===== src/rtl/usb_tx_fifo.sv =====
// usb_tx_fifo: byte FIFO between the host side and the USB transmitter.
// The head byte is presented first-word-fall-through, so the transmitter
// samples tx_packet_data in the same cycle it pulses get_tx_packet_data.
// Errors are sticky until clear or reset.
module usb_tx_fifo #(
  parameter int DEPTH = 64
) (
  input  logic       clk,
  input  logic       n_rst,
  input  logic       clear,
  input  logic       store_tx_data,
  input  logic [7:0] tx_data,
  input  logic       get_tx_packet_data,
  output logic [7:0] tx_packet_data,
  output logic [6:0] buffer_occupancy,
  output logic       full,
  output logic       empty,
  output logic       overflow_err,
  output logic       underflow_err
);

  // DEPTH is a power of two, so the pointers wrap naturally at AW bits.
  localparam int         AW         = (DEPTH > 1) ? $clog2(DEPTH) : 1;
  localparam logic [6:0] FULL_COUNT = 7'(DEPTH);
  localparam logic [AW-1:0] PTR_ONE = AW'(1);

  logic [7:0]    r_mem [DEPTH];
  logic [AW-1:0] r_wr_ptr;
  logic [AW-1:0] r_rd_ptr;
  logic [6:0]    r_count;
  logic          r_overflow;
  logic          r_underflow;

  logic w_full;
  logic w_empty;
  logic w_pop_ok;
  logic w_push_ok;
  logic w_overflow_hit;
  logic w_underflow_hit;

  // Handshake qualification. A pop frees a slot in the same edge, so a push
  // against a full buffer is accepted when it is paired with a valid pop.
  always_comb begin
    w_full          = (r_count == FULL_COUNT);
    w_empty         = (r_count == 7'd0);
    w_pop_ok        = get_tx_packet_data && !w_empty;
    w_push_ok       = store_tx_data && (!w_full || w_pop_ok);
    w_overflow_hit  = store_tx_data && w_full && !get_tx_packet_data;
    w_underflow_hit = get_tx_packet_data && w_empty;
  end

  // Byte storage; no reset needed because the head is masked while empty.
  always_ff @(posedge clk) begin
    if (w_push_ok && !clear) begin
      r_mem[r_wr_ptr] <= tx_data;
    end
  end

  // Pointers, occupancy and sticky error flags; clear overrides any transfer.
  always_ff @(posedge clk or negedge n_rst) begin
    if (!n_rst) begin
      r_wr_ptr    <= '0;
      r_rd_ptr    <= '0;
      r_count     <= 7'd0;
      r_overflow  <= 1'b0;
      r_underflow <= 1'b0;
    end else if (clear) begin
      r_wr_ptr    <= '0;
      r_rd_ptr    <= '0;
      r_count     <= 7'd0;
      r_overflow  <= 1'b0;
      r_underflow <= 1'b0;
    end else begin
      if (w_push_ok) begin
        r_wr_ptr <= r_wr_ptr + PTR_ONE;
      end
      if (w_pop_ok) begin
        r_rd_ptr <= r_rd_ptr + PTR_ONE;
      end
      case ({w_push_ok, w_pop_ok})
        2'b10:   r_count <= r_count + 7'd1;
        2'b01:   r_count <= r_count - 7'd1;
        default: r_count <= r_count;
      endcase
      if (w_overflow_hit) begin
        r_overflow <= 1'b1;
      end
      if (w_underflow_hit) begin
        r_underflow <= 1'b1;
      end
    end
  end

  // Output drive; the head byte reads as zero whenever nothing is stored.
  always_comb begin
    tx_packet_data   = w_empty ? 8'h00 : r_mem[r_rd_ptr];
    buffer_occupancy = r_count;
    full             = w_full;
    empty            = w_empty;
    overflow_err     = r_overflow;
    underflow_err    = r_underflow;
  end

endmodule


===== config.mk =====
export PLATFORM = sky130hd
export DESIGN_NAME = usb_tx_fifo
export DESIGN_NICKNAME = d
export VERILOG_FILES = /design/src/rtl/usb_tx_fifo.sv
export SDC_FILE = /design/constraint.sdc
export NUM_CORES = 1
export LEC_CHECK = 0
export ABC_AREA = 1
export CELL_PAD_IN_SITES_DETAIL_PLACEMENT = 1
export CELL_PAD_IN_SITES_GLOBAL_PLACEMENT = 1
export CORE_MARGIN = 2
export CORE_UTILIZATION = 45
export DETAILED_ROUTE_END_ITERATION = 10
export PLACE_DENSITY = 0.76
export SYNTH_ARGS = -nofsm -noshare
export SYNTH_HDL_FRONTEND = slang
export SYNTH_SLANG_ARGS = --single-unit

===== constraint.sdc =====
create_clock -name clk -period 2.4 [get_ports clk]
set_clock_uncertainty 0.05 [all_clocks]
set_input_delay 0.48 -clock clk [delete_from_list [all_inputs] [get_ports clk]]
set_output_delay 0.48 -clock clk [all_outputs]
set_load 0.02 [all_outputs]

# [Word-level counts from Yosys, hierarchy flattened]
# Memory sizes are Yosys's and may differ from the RTL's.
# Cells that the tools add are included.
[classes] n_addsub=4 eq_ne=3 muxes=13 n_reduce_logical=17
[op_table] op="two-way mux 6 bit" count=4
[op_table] op="case mux 7 bit (2 select lines)" count=1
[op_table] op="adder 6 x 1 -> 6 bit (second input constant)" count=2
[op_table] op="two-way mux 8 bit" count=1
[op_table] op="nonzero test 2 bit" count=4
[op_table] op="adder 7 x 1 -> 7 bit (second input constant)" count=1
[op_table] op="== test 7 bit (second input constant)" count=1
[op_table] op="logical NOT 7 bit" count=1
[op_table] op="two-way mux 7 bit" count=1
[op_table] op="subtractor 7 x 1 -> 7 bit (second input constant)" count=1
[op_table] op="logical AND 1 bit" count=6
[op_table] op="two-way mux 1 bit" count=6
[op_table] op="logical NOT 1 bit" count=4
[op_table] op="nonzero test 3 bit" count=1
[op_table] op="== test 2 x 1 -> 1 bit (second input constant)" count=1
[op_table] op="== test 2 bit (second input constant)" count=1
[op_table] op="logical OR 1 bit" count=1
[word_totals] reg_bits=21 ram_bits=512 input_bits=13 out_inout_bits=19 mem_count=1
[memory_table] memory="r_mem" words=64 word_bits=8 rd=1 rd_ports_with_merged_regs=0 write_ports=1 line="27" text="logic [7:0] r_mem [DEPTH];"

# [Depth between registers and ports, before layout]
[depth] ltp_word=8 depth_mapped=14

# [Worst setup path after synthesis]
# Ideal clock, no wire load.
[synth_timing] kind="register -> register" start="register r_count[0], in the netlist buffer_occupancy[0]" end="memory r_mem[49][0] (enable)" setup_time_ns=0.395 t_arrival_ns=2.148 path_slack_ns=-0.192 stages_incl_launch_ff=9 path_buffers=0 period_less_slack_ns=2.592 cell_sequence="dfrtp_1 > inv_2 > nand3_1 > nor2_1 > nand2_1 > nand2_1 > nor2_1 > nand2_1 > nor4_1"
[synth_lines] item="start: declaration" line="30" text="logic [6:0] r_count;"
[synth_lines] item="start signal: assignment" line="81" text="2'b10: r_count <= r_count + 7'd1;"
[synth_lines] item="start signal: assignment" line="82" text="2'b01: r_count <= r_count - 7'd1;"
[synth_lines] item="start signal: assignment" line="83" text="default: r_count <= r_count;"
[synth_lines] item="== test 7 bit" line="44" text="w_full = (r_count == FULL_COUNT);"
[synth_lines] item="net full" line="16" text="output logic full,"
[synth_lines] item="logical NOT 1 bit" line="47" text="w_push_ok = store_tx_data && (!w_full || w_pop_ok);"
[synth_lines] item="logical OR 1 bit" line="47"
[synth_lines] item="logical AND 1 bit" line="47"
[synth_lines] item="logical AND 1 bit" line="54" text="if (w_push_ok && !clear) begin"
[synth_lines] item="two-way mux 1 bit" line="54"
[synth_lines] item="two-way mux 1 bit (implied by the code)" line="55" text="r_mem[r_wr_ptr] <= tx_data;"
[synth_lines] item="end: declaration" line="27"
# The timed path passes the listed nets, and every way through them passes these cells.

# [Worst setup path in the final report]
[layout_timing] start="register r_rd_ptr[0]" end="output port tx_packet_data[7]"
[layout_between] elab_chain_len=2
[layout_rtl] item="start: declaration" line="29" text="logic [AW-1:0] r_rd_ptr;"
[layout_rtl] item="start signal: assignment" line="78" text="r_rd_ptr <= r_rd_ptr + PTR_ONE;"
[layout_rtl] item="memory (64 x 8 bit)"
[layout_rtl] item="two-way mux 8 bit" line="96" text="tx_packet_data = w_empty ? 8'h00 : r_mem[r_rd_ptr];"
[layout_rtl] item="end: declaration" line="14" text="output logic [7:0] tx_packet_data,"
# Every way passes these cells.

==> impl_metrics.yaml <==
global_route:
  antenna_found_initial: 0
  grt_util_met1_pct: 37.0
  grt_pass1_vias: 19400
  grt_busiest_layer: "met2"
  met3_usage_pct: 5.85
  globalRouteOverflowTotal: 0
  grt_pass1_wl_um: 120000
  track_usage_pct: 30.7
  grt_max_degree: 65
  met2_usage_pct: 52.2
place:
  place_area_um2: 25300
  io_buffers: 31
  gp_congestion: 0.839
  dp_hpwl_um: 44200
floorplan:
  num_rows: 82
  boundaryPins: 32
  core_area_um2: 49900
  start_util_pct: 45.4
  dieHeight_um: 228
  die_area_um2: 52100
  die_x_um: 228
timing:
  hold_viol: 0
  slew-limit-headroom_pct: 46.8
  fin_ws_ps: -1030
  worst_pin_slew_ps: 798
  fmax_mhz: 291
  setup_viol: 25
  slew_violations: 0
  whs_ps: 231
  period_share_pct: 143
  rsz0062_at_grt: "true"
  period_needed_ps: 3430
synth:
  ys_seq_elements: 533
  synth_top_cell_by_area: "edfxtp_1"
  syn_inst: 2118
  post_synth_fa_ha_maj_area_fraction_pct: 0.476
  yosys_warnings: 0
  syn_nets: 2139
  synth-seq-area-share_pct: 70.3
  synth_xor_area_share_pct: 0.232
  synth_top_family_by_area: "simple AND/OR/NAND/NOR gates"
  synth_area_um2: 22600
  yosys-top-cells-area: "edfxtp_1, nand2_1, nand3_1, nor2_1, inv_1"
  yosys.cell_types.count: 29
  synth_compound_area_share_pct: 3.09
  synth_top_area_share_pct: 67.9
  synth_mux_area_share_pct: 0
  syn_area_per_cell_um2: 10.7
  yosys.area_share.simple_pct: 21.1
cells_and_area:
  drive_gt1_share_pct: 26.6
  nFillCells: 5104
  diodes: 0
  nets: 2393
  fin_area_um2: 29700
  fin_util_pct: 59.6
  area.growth.synth_to_final_pct: 31.4
cts:
  ctsHoldBuffers: 0
  cts_htree_levels: 2
  numCtsBuffers: 57
  clk_latency_ps: 610
  clk_pin_slew_worst_paths_ps: 60
  cts_tree: "done"
  clk_path_buf_depth: 3
  clkSinkCount: 533
  cts_root_buffer: "clkbuf_16"
detailed_routing:
  vias_per_cell: 5.96
  drcViolationCount: 0
  drtIter0Drc: 2143
  wl_um: 86000
  drt.antenna.violating_nets: 0
  firstDrtPassIters: 5
  wl_per_cell_um: 27.8
  routed-via-count: 18400
critical_path:
  setup.worst_path.end_class: "output port"
  reg2reg_depth: 8
  start_kind: "flip-flop"
  path_class: "reg2out"
  crit_fanout: 7
  slowest_delay_ps: 550
  worstPathRequired_ps: 1870
  worstPathCellList: "buf_12 > buf_12 > buf_12 > bufbuf_16 > nand2_1 > nand3_1 > nand3_1 > nand2_1 > nor2_2 > nand2_1 > nand3_2 > a21oi_2 > buf_4"
  cpMaxStageDelayCell: "dfrtp_4"
  cp_data_arrival_time_ps: 2900
worst_hold_path:
  hold_class: "in2async"
outcome:
  violations: "setup timing"
  status: "finished with violations"
run:
  maxCapViolations: 0
pwr:
  p_sw_w: 0.0109
  pwr-share-clk_pct: 30.3
  p_leak_nw: 11.6
  ir_drop_mv: 0.959
  p_per_area_nw_per_um2: 1070
  sw_frac_of_total_pct: 34.4
  power_frac_comb_pct: 36.8
  power_frac_seq_pct: 32.8
  power.internal_w: 0.0208
-- cell usage after synthesis --
| cell | n |
|---|---|
| ha_1 | 7 |
| a21o_1 | 1 |
| fa_1 | 1 |
| buf_1 | 18 |
| buf_4 | 6 |
| xnor2_1 | 4 |
| nand4_1 | 3 |
| o21a_1 | 1 |
| nand3_1 | 278 |
| o22ai_1 | 2 |
| clkbuf_1 | 37 |
| nor2_1 | 252 |
| buf_2 | 46 |
| inv_1 | 148 |
| xor2_1 | 2 |
| o21ai_0 | 81 |
| o31ai_1 | 1 |
| edfxtp_1 | 512 |
| dfrtp_1 | 21 |
| clkinv_1 | 6 |
| inv_4 | 1 |
| inv_2 | 1 |
| buf_6 | 3 |
| nor3_1 | 12 |
| nand2_1 | 621 |
| nor4_1 | 1 |
| a31oi_1 | 2 |
| nand4_2 | 1 |
| a21oi_1 | 49 |
-- cell usage in the layout, fill, tap and decap left out, drive strengths merged, types with 2 or more instances in the layout --
| cell type | instances |
|---|---|
| nor2 | 252 |
| xor2 | 2 |
| a31oi | 2 |
| a21oi | 49 |
| nand4 | 4 |
| nor3 | 12 |
| o22ai | 2 |
| xnor2 | 4 |
| o21ai | 81 |
| inv | 153 |
| clkinv | 29 |
| nand2 | 621 |
| buf | 280 |
| nand3 | 278 |
| dfrtp | 21 |
| bufinv | 10 |
| ha | 7 |
| clkbuf | 80 |
| bufbuf | 2 |
| clkdlybuf4s50 | 13 |
| edfxtp | 512 |
-- critical path, delay by kind of cell, from the launching register on --
kind,cells,cell delay [ps]
AOI/OAI and AO/OA,1,70
buffers and inverters,5,880
DFF,1,550
and+or+nand+nor,7,770
-- power groups by stage --
stage	logic (W)	registers, W	clock network [W]
after floorplan	0.00406	0.0106	0
after global placement	0.00726	0.0106	0
after detailed placement	0.00758	0.0106	0
after CTS	0.0103	0.0104	0.00947
after global routing	0.0122	0.0104	0.00993
final	0.0117	0.0104	0.00961
-- layout make-up --
class / instances / area [um2] / share of cell area, %
inverter: 156 / 612 / 2.06
timing repair buffer: 304 / 3560 / 12.0
timing repair inverter: 1 / 11.3 / 0.0379
multi-input combinational: 1319 / 6810 / 22.9
clock inverter: 36 / 432 / 1.45
sequential: 533 / 15900 / 53.5
tap: 672 / 841 / 2.83
clock buffer: 72 / 1570 / 5.27
-- logic make-up (layout without fill, tap and decap cells) --
logic type | after synthesis | after routing
flip-flops | 533 | 533
adder cells (fa/ha/maj) | 8 | 8
AO/OA/AOI/OAI | 137 | 137
XOR/XNOR | 6 | 6
AND/OR/NAND/NOR | 1168 | 1168
buffers and inverters | 266 | 569
-- sequential cells by signal (all words and copies together), names as in the netlist --
| name | count |
|---|---|
| buffer_occupancy | 7 |
| overflow_err | 1 |
| r_mem | 512 |
| r_rd_ptr | 6 |
| r_wr_ptr | 6 |
| underflow_err | 1 |
-- stage by stage --
stage	setup TNS, ps	cells	total power, W	worst slack (ps)
after detailed placement	-89480	2926	0.0181	-931
final	-8940	3093	0.0317	-1030
after global placement	-64310	2926	0.0178	-867
after CTS	-6670	3083	0.0301	-846
after global routing	-10200	3093	0.0325	-1040
after floorplan	-1130	2118	0.0147	-70.5
-- path summary, 6_finish.rpt --
check,from,endpoint,slack [ps]
max in group asynchronous,n_rst,r_wr_ptr[5]$_DFFE_PN0P_,1430
min in group clk,tx_data[6],r_mem[16][6]$_DFFE_PP_,270
setup reg to reg,r_wr_ptr[0]$_DFFE_PN0P_,r_mem[23][3]$_DFFE_PP_,-140
hold / removal,n_rst,underflow_err$_DFFE_PN0P_,230
setup / recovery,r_rd_ptr[0]$_DFFE_PN0P_,tx_packet_data[7],-1030
hold reg to reg,underflow_err$_DFFE_PN0P_,underflow_err$_DFFE_PN0P_,460
-- routing by layer --
layer,wire (um),vias up
li1,-,7679
met1,30800,9260
met2,42600,1154
met3,7790,339
met4,4840,0
met5,0,-
-- repair_timing --
| item | CTS | global route |
|---|---|---|
| gates resized for setup | 208 | 211 |
| setup buffers | 29 | 9 |
| setup endpoints to repair | 11 | 25 |
| gates cloned | 22 | 8 |
| pin swaps | 56 | 100 |
Note: power is estimated with default switching activity, not from simulation.
